$ cat config.mk
export PLATFORM = sky130hd
export DESIGN_NAME = pipe_stage_reg
export DESIGN_NICKNAME = d
export VERILOG_FILES = /design/src/rtl/pipe_stage_reg.sv
export SDC_FILE = /design/constraint.sdc
export NUM_CORES = 1
export LEC_CHECK = 0
export BUFFER_PORTS_ARGS = -buffer_cell sky130_fd_sc_hd__buf_2
export CORE_UTILIZATION = 30
export CTS_CLUSTER_SIZE = 14
export DETAILED_ROUTE_END_ITERATION = 10
export PLACE_DENSITY = 0.73
export REMOVE_ABC_BUFFERS = 1
export SLEW_MARGIN = 20
export SYNTH_ARGS = -nofsm -noshare
export SYNTH_HDL_FRONTEND = slang
export SYNTH_SLANG_ARGS = --single-unit
$ cat constraint.sdc
create_clock -name clk -period 2.45 [get_ports clk]
set_input_delay 0.1225 -clock clk [delete_from_list [all_inputs] [get_ports clk]]
set_output_delay 0.1225 -clock clk [all_outputs]
set_load 0.05 [all_outputs]
$ cat src/rtl/pipe_stage_reg.sv
// rtl/pipe_stage_reg.sv - parametrised inter-stage pipeline register with stall, flush and occupancy
//
// Purpose:
//   Carries a DATA_W-bit payload plus a valid bit through DEPTH back-to-back
//   slots. Follows the core's global stall vector. When the upstream stage
//   stops and the downstream stage runs, it inserts bubbles. DEPTH=1 behaves
//   as the classic ID/EX latch.
//
// Optional feature macro: PIPE_STAGE_PERF_EN
//   When defined, it builds 32-bit saturating bubble and hold counters.
//   When undefined, both counter outputs are tied to zero.
//
// Ports:
//   clk             in   clock, all state on posedge
//   rst             in   synchronous reset, active-high
//   stall           in   global stall vector (1 = stop)
//   flush           in   synchronous kill of all slots
//   in_valid        in   upstream slot valid
//   in_data         in   upstream payload
//   out_valid       out  valid of last slot
//   out_data        out  payload of last slot
//   occupancy       out  registered count of valid slots
//   perf_bubble_cnt out  bubbles inserted
//   perf_hold_cnt   out  cycles held

module pipe_stage_reg #(
  parameter int                DATA_W    = 64,
  parameter int                DEPTH     = 1,
  parameter int                STALL_W   = 6,
  parameter int                STAGE_IDX = 2,
  parameter logic [DATA_W-1:0] NOP_VALUE = '0,
  localparam int               OCC_W     = $clog2(DEPTH + 1)
) (
  input  logic               clk,
  input  logic               rst,
  input  logic [STALL_W-1:0] stall,
  input  logic               flush,
  input  logic               in_valid,
  input  logic [DATA_W-1:0]  in_data,
  output logic               out_valid,
  output logic [DATA_W-1:0]  out_data,
  output logic [OCC_W-1:0]   occupancy,
  output logic [31:0]        perf_bubble_cnt,
  output logic [31:0]        perf_hold_cnt
);

  localparam logic STOP    = 1'b1;
  localparam logic NO_STOP = 1'b0;

  logic              slot_valid [DEPTH];
  logic [DATA_W-1:0] slot_data  [DEPTH];

  logic up_stop;
  logic dn_stop;
  logic enter;
  logic leave;
  logic unused_stall_bits;

  assign up_stop = stall[STAGE_IDX];
  assign dn_stop = stall[STAGE_IDX+1];

  // Only two bits of the global vector matter here.
  assign unused_stall_bits = ^stall;

  // On an advancing edge, a valid may enter s[0] and the last slot always shifts out.
  assign enter = (up_stop == NO_STOP) && in_valid;
  assign leave = slot_valid[DEPTH-1];

  always_ff @(posedge clk) begin
    if (rst || flush) begin
      for (int i = 0; i < DEPTH; i++) begin
        slot_valid[i] <= 1'b0;
        slot_data[i]  <= NOP_VALUE;
      end
      occupancy <= '0;
    end else if (dn_stop == STOP) begin
      // Hold. This also covers the illegal vector where upstream runs and downstream stops.
    end else begin
      for (int i = DEPTH - 1; i >= 1; i--) begin
        slot_valid[i] <= slot_valid[i-1];
        slot_data[i]  <= slot_data[i-1];
      end
      // A bubble and an invalid input both leave the entry slot at NOP.
      slot_valid[0] <= enter;
      slot_data[0]  <= enter ? in_data : NOP_VALUE;
      occupancy     <= occupancy + OCC_W'(enter) - OCC_W'(leave);
    end
  end

  assign out_valid = slot_valid[DEPTH-1];
  assign out_data  = slot_data[DEPTH-1];

`ifdef PIPE_STAGE_PERF_EN
  logic [31:0] bubble_cnt;
  logic [31:0] hold_cnt;

  // Flush counts as neither a bubble nor a hold, and it leaves the counters intact.
  always_ff @(posedge clk) begin
    if (rst) begin
      bubble_cnt <= '0;
      hold_cnt   <= '0;
    end else if (!flush) begin
      if (dn_stop == STOP) begin
        if (hold_cnt != 32'hFFFF_FFFF) hold_cnt <= hold_cnt + 32'd1;
      end else if (up_stop == STOP) begin
        if (bubble_cnt != 32'hFFFF_FFFF) bubble_cnt <= bubble_cnt + 32'd1;
      end
    end
  end

  assign perf_bubble_cnt = bubble_cnt;
  assign perf_hold_cnt   = hold_cnt;
`else
  assign perf_bubble_cnt = 32'h0;
  assign perf_hold_cnt   = 32'h0;
`endif

  // Downstream stopping while upstream runs means the global stall logic is broken.
  always @(posedge clk) begin
    if (!rst && !flush) begin
      assert (!(up_stop == NO_STOP && dn_stop == STOP))
        else $warning("pipe_stage_reg: illegal stall vector %b, holding", stall);
    end
  end

endmodule

==> flow_summary.ini <==
[outcome]
status = complete, no violations

[cells_and_area]
fillers = 969
drive_above_1_share_pct = 43.5
utilization_pct = 38.8
register_area_um2 = 1970
stdcell_area_um2 = 3770
area_growth_syn_to_layout_pct = 25.6
final_nets = 425
multi_input_area_um2 = 717

[sta]
worst_clock_skew_ns = 0.00914
setup_viol = 0
relSlewSlack_pct = 43.0
maxSlewViolCount = 0
fin_crit_ns = 1.22
hold_viol_final = 0
post-route-period-util_pct = 49.8
totalNegativeSetupSlack_ns = 0
max_slew.worst_pin.slew_ns = 0.855
fmaxAchievable_ghz = 0.820
rsz0062_at_grt = false
setup_ws_ns = 1.23

[global_route]
grt_remaining_overflow = 0
track_usage_pct = 10.7
grt_pass1_vias = 1538
antenna_found_initial = 1
grt_pass1_wl_um = 7930
grt_start_max_net_pins = 66

[route]
drtAntennaViolNets = 0
viasPerCell = 3.71
drc_errors = 0
first_iter_violations = 43
vias = 1817
postRouteWirelength_um = 5810
post_drt_wl_per_cell_um = 11.8
dr.pass1.iters = 4

[yosys]
async_flop_share_pct = 0
synth.avg_cell_area_um2 = 14.2
ys.flop_type = edfxtp_1
synth_top_area_share_pct = 65.0
synth_area_leaders = edfxtp_1 (65%), buf_4 (16%), and2_1 (13%), buf_6 (2.3%), dfxtp_1 (0.67%)
synth-edff-count = 65
synth.largest_area_cell = edfxtp_1
seq_area_frac_synth_pct = 65.7
syn_inst = 212
synth_common_cells = edfxtp_1 (65), and2_1 (64), buf_4 (64)
ys_seq_elements = 66
ys_warn_count = 0
syn_area_um2 = 3000
ys_types = 15
synth.most_common_cell = edfxtp_1

[floorplanning]
initial_core_util_pct = 30.9
io_pins = 204
core_area_um2 = 9730
die_y_um = 102
fp-row-count = 36
dieWidth_um = 102
die_area_um2 = 10400

[clocking]
cts_setup_buffers = 0
cts_resized = 0
cts_tree = done
cts_buffer_depth = 2
htreeDepth = 3
ctsHoldBuffers = 0
numCtsBuffers = 9
cts-root-buf = clkbuf_8
clock-sinks = 66
clk_latency_ns = 0.34
cts.reportedPaths.clkPinSlew_ns = 0.08

[placement]
dpl.hpwl_um = 4140
gp_congestion = 0.593
io_buffer_count = 135
post-place-ws_ns = 0.839
dpl_cell_area_um2 = 3550

[worst_setup_path]
crit_path_start_kind = input pin
required_ns = 2.65
crit_type = input pin to flop
critPathMaxStageDelay_ns = 0.78
cp_slowest_cell = and3b_2
path_cells = buf_2 -> nor2_2 -> and3b_2 -> and2_1
arrival_ns = 1.42
cp_top_family = simple AND/OR/NAND/NOR gates
cp_num_buf_inv = 1
cp-end-kind = flop
path_max_fanout = 65

[power]
total_power_w = 0.00286
p_leak_nw = 1.92
ir_worst_vdd_mv = 0.321
power_density_nw_per_um2 = 758

[job]
drv_cap = 0

[min_path]
hold_class = input pin to flop
[cell usage in the layout (no fill, tap or decap), drive strengths merged]
| master | Yosys | final |
|---|---|---|
| buf | 71 | 136 |
| edfxtp | 65 | 65 |
| and2 | 64 | 64 |
| conb | 1 | 64 |
| clkbuf | 0 | 9 |
| clkinv | 0 | 4 |
| mux2i | 2 | 2 |
| bufinv | 0 | 2 |
| nor2 | 2 | 2 |
| nor2b | 2 | 2 |
| nand2 | 2 | 2 |
| diode | 0 | 1 |
| and3b | 1 | 1 |
| or3 | 1 | 1 |
| clkinvlp | 0 | 1 |
| dfxtp | 1 | 1 |
[routing by layer]
layer	vias to the layer above	routed length (um)	track usage, %
li1	852	-	-
met1	814	2340	12.4
met2	142	2650	16.3
met3	9	735	5.81
met4	0	85	4.95
met5	-	0	0
[final timing paths]
check / start / endpoint / slack, ns / cells past startpoint
worst min register to register: occupancy / occupancy / 0.52 / 2
worst min-delay path: in_data[58] / slot_data[0][58] / 0.05 / 2
worst max register to register: slot_valid[0] / occupancy / 1.37 / 3
worst max-delay path: flush / slot_data[0][57] / 1.23 / 4
[where the power goes]
part / internal [W] / switching [W]
logic: 0.0000846 / 0.000459
registers: 0.00129 / 0.0000132
clock network: 0.000571 / 0.000443
[worst register-to-register path, delay by kind of cell, from the launching register on]
kind             cells  cell delay, ns
AND/OR/NAND/NOR      1            0.15
multiplexers         2            0.42
flip-flops           1            0.42
[cells by family (layout without fill, tap and decap cells)]
logic type,count (synthesis),in the layout,share of synthesized area [%]
and+or+nand+nor,72,72,15.1
other,1,65,0.125
muxes,2,2,0.667
DFF,66,66,65.7
buffers and inverters,71,152,18.4
[sequential cells by signal (all words and copies together), names as in the netlist]
name	count
slot_data	64
occupancy	1
slot_valid	1
[final cells by class]
class	count	share of cell area (%)
Clock inverter	7	2.49
Antenna cell	1	0.0664
Timing Repair Buffer	136	18.4
Multi-Input combinational cell	138	19.0
Clock buffer	9	3.28
Tap cell	133	4.41
Sequential cell	66	52.3
[per-stage QoR]
stage,hold slack (ns),cells
floorplan,0.299,204
global placement,0.399,473
detailed placement,0.401,473
CTS,0.0265,489
global route,0.0289,489
finish,0.0507,490
Note: power is estimated with default switching activity, not from simulation.
